===== src/rtl/pacman_input_pkg.sv =====
// Shared constants for the pacman input conditioning stage.
// Scancodes, joy/in0/in1 bit indices, flag slots, coin FSM states.
package pacman_input_pkg;

  localparam logic [7:0] SC_UP    = 8'h75;
  localparam logic [7:0] SC_DOWN  = 8'h72;
  localparam logic [7:0] SC_LEFT  = 8'h6B;
  localparam logic [7:0] SC_RIGHT = 8'h74;

  localparam logic [8:0] SC_SKIP_A  = 9'h029;
  localparam logic [8:0] SC_SKIP_B  = 9'h014;
  localparam logic [8:0] SC_SKIP_C  = 9'h003;
  localparam logic [8:0] SC_START1  = 9'h005;
  localparam logic [8:0] SC_START2  = 9'h006;
  localparam logic [8:0] SC_COIN1   = 9'h004;
  localparam logic [8:0] SC_KSTART1 = 9'h016;
  localparam logic [8:0] SC_KSTART2 = 9'h01E;
  localparam logic [8:0] SC_KCOIN1  = 9'h02E;
  localparam logic [8:0] SC_KCOIN2  = 9'h036;
  localparam logic [8:0] SC_P2_UP   = 9'h02D;
  localparam logic [8:0] SC_P2_DOWN = 9'h02B;
  localparam logic [8:0] SC_P2_LEFT = 9'h023;
  localparam logic [8:0] SC_P2_RGT  = 9'h034;
  localparam logic [8:0] SC_P2_SKIP = 9'h01C;

  localparam int JOY_RIGHT  = 0;
  localparam int JOY_LEFT   = 1;
  localparam int JOY_DOWN   = 2;
  localparam int JOY_UP     = 3;
  localparam int JOY_SKIP   = 4;
  localparam int JOY_START1 = 5;
  localparam int JOY_START2 = 6;
  localparam int JOY_COIN   = 7;

  localparam int F_P1_U   = 0;
  localparam int F_P1_D   = 1;
  localparam int F_P1_L   = 2;
  localparam int F_P1_R   = 3;
  localparam int F_P2_U   = 4;
  localparam int F_P2_D   = 5;
  localparam int F_P2_L   = 6;
  localparam int F_P2_R   = 7;
  localparam int F_SKIP   = 8;
  localparam int F_START1 = 9;
  localparam int F_START2 = 10;
  localparam int F_COIN1  = 11;
  localparam int F_COIN2  = 12;
  localparam int NFLAGS   = 13;

  localparam int IN_UP      = 0;
  localparam int IN_LEFT    = 1;
  localparam int IN_RIGHT   = 2;
  localparam int IN_DOWN    = 3;
  localparam int IN0_SKIP   = 4;
  localparam int IN0_COIN1  = 5;
  localparam int IN0_COIN2  = 6;
  localparam int IN0_SVC    = 7;
  localparam int IN1_TEST   = 4;
  localparam int IN1_START1 = 5;
  localparam int IN1_START2 = 6;
  localparam int IN1_CAB    = 7;

  typedef enum logic [1:0] {
    COIN_IDLE,
    COIN_ACTIVE,
    COIN_WAIT_REL
  } coin_state_e;

  // Request vector is {up,down,left,right}; rotation
  // re-sources it as {left,right,down,up}.
  function automatic logic [3:0] dir_req(
    input logic u, input logic d,
    input logic l, input logic r,
    input logic rot
  );
    return rot ? {l, r, d, u} : {u, d, l, r};
  endfunction

endpackage


===== src/rtl/pacman_input_ctrl_if.sv =====
// Bundle between hps_io side and the pacman core inputs.
// slave: ps2/joy/rotate/cabinet/vblank in, in0/in1 out.
interface pacman_input_ctrl_if;
  logic [10:0] ps2_key;
  logic [15:0] joy;
  logic        rotate;
  logic        cabinet;
  logic        vblank;
  logic [7:0]  in0;
  logic [7:0]  in1;

  modport master (
    output ps2_key, joy, rotate,
    output cabinet, vblank,
    input  in0, in1
  );

  modport slave (
    input  ps2_key, joy, rotate,
    input  cabinet, vblank,
    output in0, in1
  );
endinterface


===== src/rtl/four_way_arb.sv =====
// Last-pressed 4-way arbiter; req/dir are {up,down,left,right}.
// Ports: clk, reset, req[3:0] in, dir[3:0] out.
module four_way_arb (
  input  logic       clk,
  input  logic       reset,
  input  logic [3:0] req,
  output logic [3:0] dir
);
  logic [3:0] a_q, b_q, mask_q, mask_d, nw;

  assign nw  = a_q & ~b_q;
  assign dir = a_q & mask_q;

  always_comb begin
    mask_d = mask_q;
    priority case (1'b1)
      nw[3]:   mask_d = 4'b1000;
      nw[2]:   mask_d = 4'b0100;
      nw[1]:   mask_d = 4'b0010;
      nw[0]:   mask_d = 4'b0001;
      default: mask_d = mask_q;
    endcase
  end

  always_ff @(posedge clk) begin
    if (reset) begin
      a_q    <= '0;
      b_q    <= '0;
      mask_q <= '0;
    end else begin
      a_q    <= req;
      b_q    <= a_q;
      mask_q <= mask_d;
    end
  end
endmodule


===== src/rtl/pacman_input_ctrl.sv =====
// PS/2 + joystick conditioning into pacman in0/in1 (active low).
// Ports: clk, reset, bus (slave): ps2_key, joy, rotate, cabinet, vblank, in0, in1.
module pacman_input_ctrl
  import pacman_input_pkg::*;
#(
  parameter int COIN_FRAMES = 3
) (
  input  logic                clk,
  input  logic                reset,
  pacman_input_ctrl_if.slave  bus
);
  localparam logic [3:0] CF = 4'(COIN_FRAMES);

  logic              tog_q, tog_d;
  logic [NFLAGS-1:0] flg_q, flg_d;
  logic [8:0]        code;
  logic              pr;
  logic [3:0]        req1, req2, dir1, dir2;
  logic [2:0]        btn_q, btn_d;
  logic [1:0]        coin_req, coin_on;
  logic              vb_q, vb_rise;
  logic [7:0]        in0_q, in0_d, in1_q, in1_d;
  logic              unused_joy;

  assign unused_joy = ^bus.joy[15:8];
  assign code = bus.ps2_key[8:0];
  assign pr   = bus.ps2_key[9];

  always_comb begin
    tog_d = bus.ps2_key[10];
    flg_d = flg_q;
    if (bus.ps2_key[10] != tog_q) begin
      if (code[7:0] == SC_UP)         flg_d[F_P1_U] = pr;
      else if (code[7:0] == SC_DOWN)  flg_d[F_P1_D] = pr;
      else if (code[7:0] == SC_LEFT)  flg_d[F_P1_L] = pr;
      else if (code[7:0] == SC_RIGHT) flg_d[F_P1_R] = pr;
      else begin
        case (code)
          SC_SKIP_A, SC_SKIP_B,
          SC_SKIP_C, SC_P2_SKIP:   flg_d[F_SKIP]   = pr;
          SC_START1, SC_KSTART1:   flg_d[F_START1] = pr;
          SC_START2, SC_KSTART2:   flg_d[F_START2] = pr;
          SC_COIN1, SC_KCOIN1:     flg_d[F_COIN1]  = pr;
          SC_KCOIN2:               flg_d[F_COIN2]  = pr;
          SC_P2_UP:                flg_d[F_P2_U]   = pr;
          SC_P2_DOWN:              flg_d[F_P2_D]   = pr;
          SC_P2_LEFT:              flg_d[F_P2_L]   = pr;
          SC_P2_RGT:               flg_d[F_P2_R]   = pr;
          default:                 flg_d = flg_q;
        endcase
      end
    end
  end

  assign req1 = dir_req(
    flg_q[F_P1_U] | bus.joy[JOY_UP],
    flg_q[F_P1_D] | bus.joy[JOY_DOWN],
    flg_q[F_P1_L] | bus.joy[JOY_LEFT],
    flg_q[F_P1_R] | bus.joy[JOY_RIGHT],
    bus.rotate);

  assign req2 = dir_req(
    flg_q[F_P2_U] | bus.joy[JOY_UP],
    flg_q[F_P2_D] | bus.joy[JOY_DOWN],
    flg_q[F_P2_L] | bus.joy[JOY_LEFT],
    flg_q[F_P2_R] | bus.joy[JOY_RIGHT],
    bus.rotate);

  four_way_arb u_arb1 (
    .clk   (clk),
    .reset (reset),
    .req   (req1),
    .dir   (dir1)
  );

  four_way_arb u_arb2 (
    .clk   (clk),
    .reset (reset),
    .req   (req2),
    .dir   (dir2)
  );

  // btn_q = {start2, start1, skip}
  assign btn_d = {
    flg_q[F_START2] | bus.joy[JOY_START2],
    flg_q[F_START1] | bus.joy[JOY_START1],
    flg_q[F_SKIP]   | bus.joy[JOY_SKIP]};

  assign coin_req = {
    flg_q[F_COIN2],
    flg_q[F_COIN1] | bus.joy[JOY_COIN]};

  assign vb_rise = bus.vblank & ~vb_q;

  for (genvar g = 0; g < 2; g++) begin : g_coin
    coin_state_e st_q, st_d;
    logic [3:0]  cnt_q, cnt_d;
    logic        rq_q;

    always_comb begin
      st_d  = st_q;
      cnt_d = cnt_q;
      unique case (st_q)
        COIN_IDLE: begin
          if (coin_req[g] & ~rq_q) begin
            st_d  = COIN_ACTIVE;
            cnt_d = 4'd0;
          end
        end
        COIN_ACTIVE: begin
          if (vb_rise) begin
            cnt_d = cnt_q + 4'd1;
            if (cnt_d == CF) st_d = COIN_WAIT_REL;
          end
        end
        COIN_WAIT_REL: begin
          if (!coin_req[g]) st_d = COIN_IDLE;
        end
        default: st_d = COIN_IDLE;
      endcase
    end

    always_ff @(posedge clk) begin
      if (reset) begin
        st_q  <= COIN_IDLE;
        cnt_q <= 4'd0;
        rq_q  <= 1'b0;
      end else begin
        st_q  <= st_d;
        cnt_q <= cnt_d;
        rq_q  <= coin_req[g];
      end
    end

    assign coin_on[g] = (st_q == COIN_ACTIVE);
  end

  assign in0_d = ~{1'b0, coin_on[1], coin_on[0], btn_q[0],
                   dir1[2], dir1[0], dir1[1], dir1[3]};

  assign in1_d = {~bus.cabinet, ~btn_q[2], ~btn_q[1], 1'b1,
                  ~dir2[2], ~dir2[0], ~dir2[1], ~dir2[3]};

  always_ff @(posedge clk) begin
    tog_q <= tog_d;
    if (reset) begin
      flg_q <= '0;
      btn_q <= '0;
      vb_q  <= 1'b0;
      in0_q <= 8'hFF;
      in1_q <= 8'hFF;
    end else begin
      flg_q <= flg_d;
      btn_q <= btn_d;
      vb_q  <= bus.vblank;
      in0_q <= in0_d;
      in1_q <= in1_d;
    end
  end

  assign bus.in0 = in0_q;
  assign bus.in1 = in1_q;
endmodule


===== src/flat_wrapper.sv =====
// flat-port wrapper written by rule: the top's interface ports become plain ports
module pacman_input_ctrl_flat import pacman_input_pkg::*;
#(
  parameter int COIN_FRAMES = 3
)
  (clk, reset, bus_ps2_key, bus_joy, bus_rotate, bus_cabinet, bus_vblank, bus_in0, bus_in1);
  pacman_input_ctrl_if bus_i ();
  input  logic clk;
  input  logic reset;
  input wire logic [$bits(bus_i.ps2_key)-1:0] bus_ps2_key;
  input wire logic [$bits(bus_i.joy)-1:0] bus_joy;
  input wire logic [$bits(bus_i.rotate)-1:0] bus_rotate;
  input wire logic [$bits(bus_i.cabinet)-1:0] bus_cabinet;
  input wire logic [$bits(bus_i.vblank)-1:0] bus_vblank;
  output wire logic [$bits(bus_i.in0)-1:0] bus_in0;
  output wire logic [$bits(bus_i.in1)-1:0] bus_in1;
  assign bus_i.ps2_key = bus_ps2_key;
  assign bus_i.joy = bus_joy;
  assign bus_i.rotate = bus_rotate;
  assign bus_i.cabinet = bus_cabinet;
  assign bus_i.vblank = bus_vblank;
  assign bus_in0 = bus_i.in0;
  assign bus_in1 = bus_i.in1;
  pacman_input_ctrl #(.COIN_FRAMES(COIN_FRAMES)) u_core (.clk(clk), .reset(reset), .bus(bus_i));
endmodule

===== config.mk =====
export PLATFORM = sky130hd
export DESIGN_NAME = pacman_input_ctrl_flat
export DESIGN_NICKNAME = d
export VERILOG_FILES = /design/src/rtl/pacman_input_pkg.sv /design/src/rtl/pacman_input_ctrl_if.sv /design/src/rtl/four_way_arb.sv /design/src/rtl/pacman_input_ctrl.sv /design/src/flat_wrapper.sv
export SDC_FILE = /design/constraint.sdc
export NUM_CORES = 1
export LEC_CHECK = 0
export CAP_MARGIN = 20
export CORE_ASPECT_RATIO = 1.1
export CORE_MARGIN = 3
export CORE_UTILIZATION = 47
export DETAILED_ROUTE_END_ITERATION = 16
export PLACE_DENSITY = 0.73
export SYNTH_ARGS = -nofsm -noshare
export SYNTH_HDL_FRONTEND = slang
export SYNTH_SLANG_ARGS = --single-unit

===== constraint.sdc =====
create_clock -name clk -period 1.6 [get_ports clk]
set_clock_uncertainty 0.05 [all_clocks]
set_input_delay 0.16 -clock clk [delete_from_list [all_inputs] [get_ports clk]]
set_output_delay 0.16 -clock clk [all_outputs]
set_load 0.1 [all_outputs]

---- Word-level counts from Yosys, hierarchy flattened ----
Index checks and enable logic that the tools add are counted.
cells by class
  equality and inequality tests ........... 34
  muxes and demuxes ....................... 26
  reductions and logical operators ........ 37
  add/sub/neg operators ................... 2
  bitwise operators ....................... 36
operator list
  kind                                                              count
  9-bit by 6-bit == test with 1-bit output (second input constant)  7
  4-bit two-way mux                                                 14
  6-bit AND reduction                                               9
  9-bit by 5-bit == test with 1-bit output (second input constant)  4
  8-bit by 7-bit == test with 1-bit output (second input constant)  4
  9-bit by 3-bit == test with 1-bit output (second input constant)  3
  4-bit bitwise AND                                                 4
  2-bit two-way mux                                                 8
  4-bit case mux with 2 select lines                                2
  1-bit inverter                                                    14
  2-bit inequality test (second input constant)                     6
  1-bit bitwise OR                                                  12
  2-bit case mux with 3 select lines                                2
  4-bit AND reduction                                               3
  4-bit OR reduction                                                3
  2-bit OR reduction                                                5
  9-bit by 2-bit == test with 1-bit output (second input constant)  1
  3-bit AND reduction                                               3
  4-bit by 1-bit adder with 4-bit output (second input constant)    2
  4-bit by 2-bit == test with 1-bit output (second input constant)  2
  4-bit inverter                                                    2
  7-bit inverter with 8-bit output                                  1
  2-bit nonzero test                                                4
  4-bit nonzero test                                                2
  10 further kinds                                                  18
storage, ports and cells
  input port bits ......................... 32
  bits in registers ....................... 72
  word-level logic and storage cells ...... 172

---- Logic depth before layout (Yosys ltp) ----
  depth after elaboration ................. 6
  gate-level depth with buffers ........... 6

---- Hierarchy ----
A second synthesis with hierarchy kept.
unflattened totals
  cell total of the unflattened synthesis .. 329
  area, all modules ....................... 3056.7 sq um
by module, submodules not included
  module             cells an instance  instances  area an instance (sq um)
  pacman_input_ctrl  251                1          2165.8
  four_way_arb       39                 2          445.4

---- Least setup slack after synthesis ----
No wires, ideal clock.
  path kind ............................... flip-flop to flip-flop
  start point ............................. reg u_core.g_coin[0].st_q[0]
  end point ............................... reg u_core.g_coin[0].st_q[1]
  setup slack ............................. -134 ps
  arrival ................................. 1616 ps
  cell stages (with the launch flop) ...... 6
  clock period less this slack ............ 1734 ps
  cells stage by stage .................... dfxtp_1 -> o21bai_4 -> or3_1 -> and3_4 -> or4b_4 -> a21oi_2
on the way
  cells in the longest elaborated chain, start to end .. 3
  elaborated cells between the ends (all ways) .. 9
  those cells by class .................... eq/ne (6); mux (1); reduce/logical (2)
ends and longest elaborated chain
  element                                                                                                            line                      text
  start: declaration                                                                                                 pacman_input_ctrl.sv:96   coin_state_e st_q, st_d;
  start signal: assignment                                                                                           pacman_input_ctrl.sv:129  st_q <= st_d;
  2-bit by 1-bit == test with 1-bit output, or another cell as far along                                             pacman_input_ctrl.sv:103  unique case (st_q)
  2-bit inequality test (no source line) / 2-bit by 1-bit inequality test with 1-bit output (equally long branches)  n/a
  4-bit AND reduction (no source line)                                                                               n/a
Parallel ways exist; a longest one is shown, timed or not.
A chain may end at the register's enable or synchronous reset.

---- Worst setup path after layout ----
Same ends and word-level chain as after synthesis.

==> results.cfg <==
[finish]
postLayoutCoreUtil = 0.6791
stdcell_count = 476
area_occupied_by_multi_input_gates_mm2 = 0.001358
final_common_cell = sky130_fd_sc_hd__dfxtp_1
signed_area_change_from_the_synthesized_netlist_to_the_final_layout_pct = 39.36
area.sequential_mm2 = 0.001404
net_count_reported_at_finish = 430
post-route-cell-area_mm2 = 0.003943
mostFrequentLayoutCells = 68 x sky130_fd_sc_hd__dfxtp_1, 44 x sky130_fd_sc_hd__nor2_1, 37 x sky130_fd_sc_hd__buf_4, 31 x sky130_fd_sc_hd__nand2_1, 23 x sky130_fd_sc_hd__nor2b_1
layout.filler_cells = 476
final_layout_size_suffix_gt1_frac = 0.2005
n_antenna_cell = 0

[timing]
setup_tns_after_final_layout_ns = -0.07377
fin_crit_ns = 1.666
post-route-period-util = 1.041
maxSlewViolCount = 0
setup_viol_count_final = 2
fmax_mhz = 600.1
hold_viol = 0
rsz0062_at_grt = yes
final_critical_path_setup_slack_ns = -0.06629

[detailed_routing]
drt_first_pass_iters = 4
drt_first_iter_violations = 112
avgRoutedWirePerCell_um = 12.48
drc = 0
route.detailed.vias_per_inst = 5.120
wl_mm = 5.941
dr_total_vias = 2437
antenna_left = 0

[job]
max_capacitance_violation_total = 0

[clock_network]
cts.path.max_buffers = 2
cts_inserted_buffers = 9
clock_tree_from_tritoncts = done
clkSlewWorstSetupHoldPaths_ns = 0.07
tritoncts_num_sinks = 70
cts_htree_levels = 3
cts_hold_buffers = 0
clock_insertion_delay_worst_skew_ns = 0.34
clk_root_buffer_cell = sky130_fd_sc_hd__clkbuf_8

[floorplan]
fp.dieW_um = 79.97
floorplan.core_area_mm2 = 0.005806
row_count = 29
die_area_mm2 = 0.006987
initial_utilization = 0.4873
ios = 48
die-height_um = 87.37

[yosys]
syn-instance-count = 320
synth_seq_area_share = 0.4954
total_standard_cell_area_after_synthesis_mm2 = 0.002829
synth_seq_cells = 70
synth.yosys.warnings = 0
post_synth.cell_area_avg_um2 = 8.841
post_synth_num_cell_types = 41

[worst_setup_path]
cp_data_required_time_ns = 1.83
timing.critical_path.from_type = flop
timing.critical_path.slowest_stage_cell = sky130_fd_sc_hd__or4b_4
classification_of_the_worst_setup_path = reg2reg
path_cells = o21bai_4 -> or3_4 -> and3_4 -> or4b_4 -> a21oi_2
timing.critical_path.slowest_cell_delay_ns = 0.48
path_max_fanout = 2
worst-path-buf-inv = 0
arrival_ns = 1.90
cp_endpoint_kind = flop
critical-path-top-delay-family = simple AND/OR/NAND/NOR gates

[grt]
wire_length_of_the_first_global_routing_pass_mm = 10.18
grt_max_degree = 30
antenna_found_initial = 0
grtUsageTotal = 0.1874
via_count_of_the_first_global_routing_pass = 2428
global_route.overflow_total = 0

[placement]
detailedPlacementHpwl_mm = 4.373
dpl.cell_count = 458
placement.cell_area_mm2 = 0.003667
gpl.final_weighted_congestion = 0.9387
portBuffers = 37

[power]
power.leakage_nw = 1.608
pwr_cell_area_mw_per_mm2 = 1019
vdd_drop_max_uv = 699.2

[hold_path]
worst_hold_path_type = in2reg

[outcome]
outcome = finished with violations
failed_checks = negative setup slack
cell usage after synthesis (all sizes together):
library cell,instances,area share
dfxtp,70,0.50
nor2,44,0.058
nand2,31,0.041
nor2b,23,0.051
nor3,17,0.032
a21oi,16,0.030
mux2i,13,0.046
nand2b,12,0.027
o21ai,12,0.021
clkbuf,10,0.013
a211oi,9,0.024
nand3,9,0.016
nand3b,7,0.019
inv,6,0.0080
nand4,6,0.013
ha,4,0.018
or3,4,0.0088
buf,3,0.0066
o22ai,3,0.0066
and3,2,0.0062
nor4,2,0.0044
or3b,2,0.0062
a2111oi,1,0.0031
a41oi,1,0.0031
and2,1,0.0022
and3b,1,0.0031
conb,1,0.0013
nor3b,1,0.0027
nor4b,1,0.0053
o21a,1,0.0027
o21bai,1,0.0066
o311a,1,0.0035
or2,1,0.0022
or4,1,0.0027
or4b,1,0.0049
xnor2,1,0.0031
xor2,1,0.0031
flip-flops by register name, indices dropped and copies added (netlist names), 2 cells and up:
name                  cells
u_core.btn_q              3
u_core.bus.in0            7
u_core.bus.in1            7
u_core.flg_q             13
u_core.g_coin.cnt_q       8
u_core.g_coin.rq_q        2
u_core.g_coin.st_q        4
u_core.u_arb1.a_q         4
u_core.u_arb1.b_q         4
u_core.u_arb1.mask_q      4
u_core.u_arb2.a_q         4
u_core.u_arb2.b_q         4
u_core.u_arb2.mask_q      4
metal layers:
| metal | track usage | vias to the layer above | part of all wire |
|---|---|---|---|
| li1 | - | 1253 | - |
| met1 | 0.2075 | 1124 | 0.44 |
| met5 | 0 | - | 0 |
| met4 | 0.09677 | 0 | 0.015 |
| met3 | 0.06211 | 8 | 0.038 |
| met2 | 0.3178 | 52 | 0.51 |
worst paths after layout:
path	startpoint	endpoint	slack, ns	depth (start not counted)
hold / removal	bus_ps2_key[10]	u_core.tog_q$_DFF_P_	0.26	1
setup / recovery	u_core.g_coin[0].st_q[0]$_SDFFE_PP0P_	u_core.g_coin[0].st_q[1]$_SDFFE_PP0P_	-0.07	5
hold reg to reg	u_core.btn_q[2]$_SDFF_PP0_	u_core.bus.in1[6]$_SDFF_PP1_	0.32	1
setup reg to reg	u_core.g_coin[0].st_q[0]$_SDFFE_PP0P_	u_core.g_coin[0].st_q[1]$_SDFFE_PP0P_	-0.07	5
logic make-up after synthesis:
kind of cell,count (synthesis),synth area share
AO/OA/AOI/OAI,45,0.1004
buffers and inverters,19,0.02786
flip-flops,70,0.4954
adder cells (fa/ha/maj),4,0.01769
other,1,0.001326
multiplexers,13,0.04600
AND/OR/NAND/NOR,166,0.3052
XOR/XNOR,2,0.006193
per-stage QoR:
stage	setup slack [ns]	hold WS [ns]	total power [W]
2_1_floorplan	-0.09154	0.1377	0.002111
3_3_place_gp	-0.3645	0.3055	0.002320
3_5_place_dp	-0.4253	0.3035	0.002328
4_1_cts	-0.08832	0.2503	0.004047
5_1_grt	-0.1218	0.2555	0.004175
6_report	-0.06629	0.2566	0.004019
repair_timing:
item / CTS / global route
hold endpoints to repair: 0 / 0
pin swaps: 2 / 5
gates resized for setup: 2 / 6
setup buffers: 1 / 1
setup endpoints to repair: 1 / 8
cloned: 0 / 0
layout make-up:
cell class / count / share of cell area
Clock buffer: 10 / 0.03491
Clock inverter: 6 / 0.02761
Inverter: 6 / 0.005712
Multi-Input combinational cell: 232 / 0.3443
Sequential cell: 70 / 0.3561
Tap cell: 77 / 0.02444
Timing Repair Buffer: 75 / 0.2069
report_power, final:
group	switching, W	total, W	internal, W
logic	0.000254	0.000473	0.000219
registers	0.0000285	0.00183	0.00180
clock network	0.000643	0.00172	0.00107
total	0.000926	0.00402	0.00309
Power figures use the tool's default switching activity.
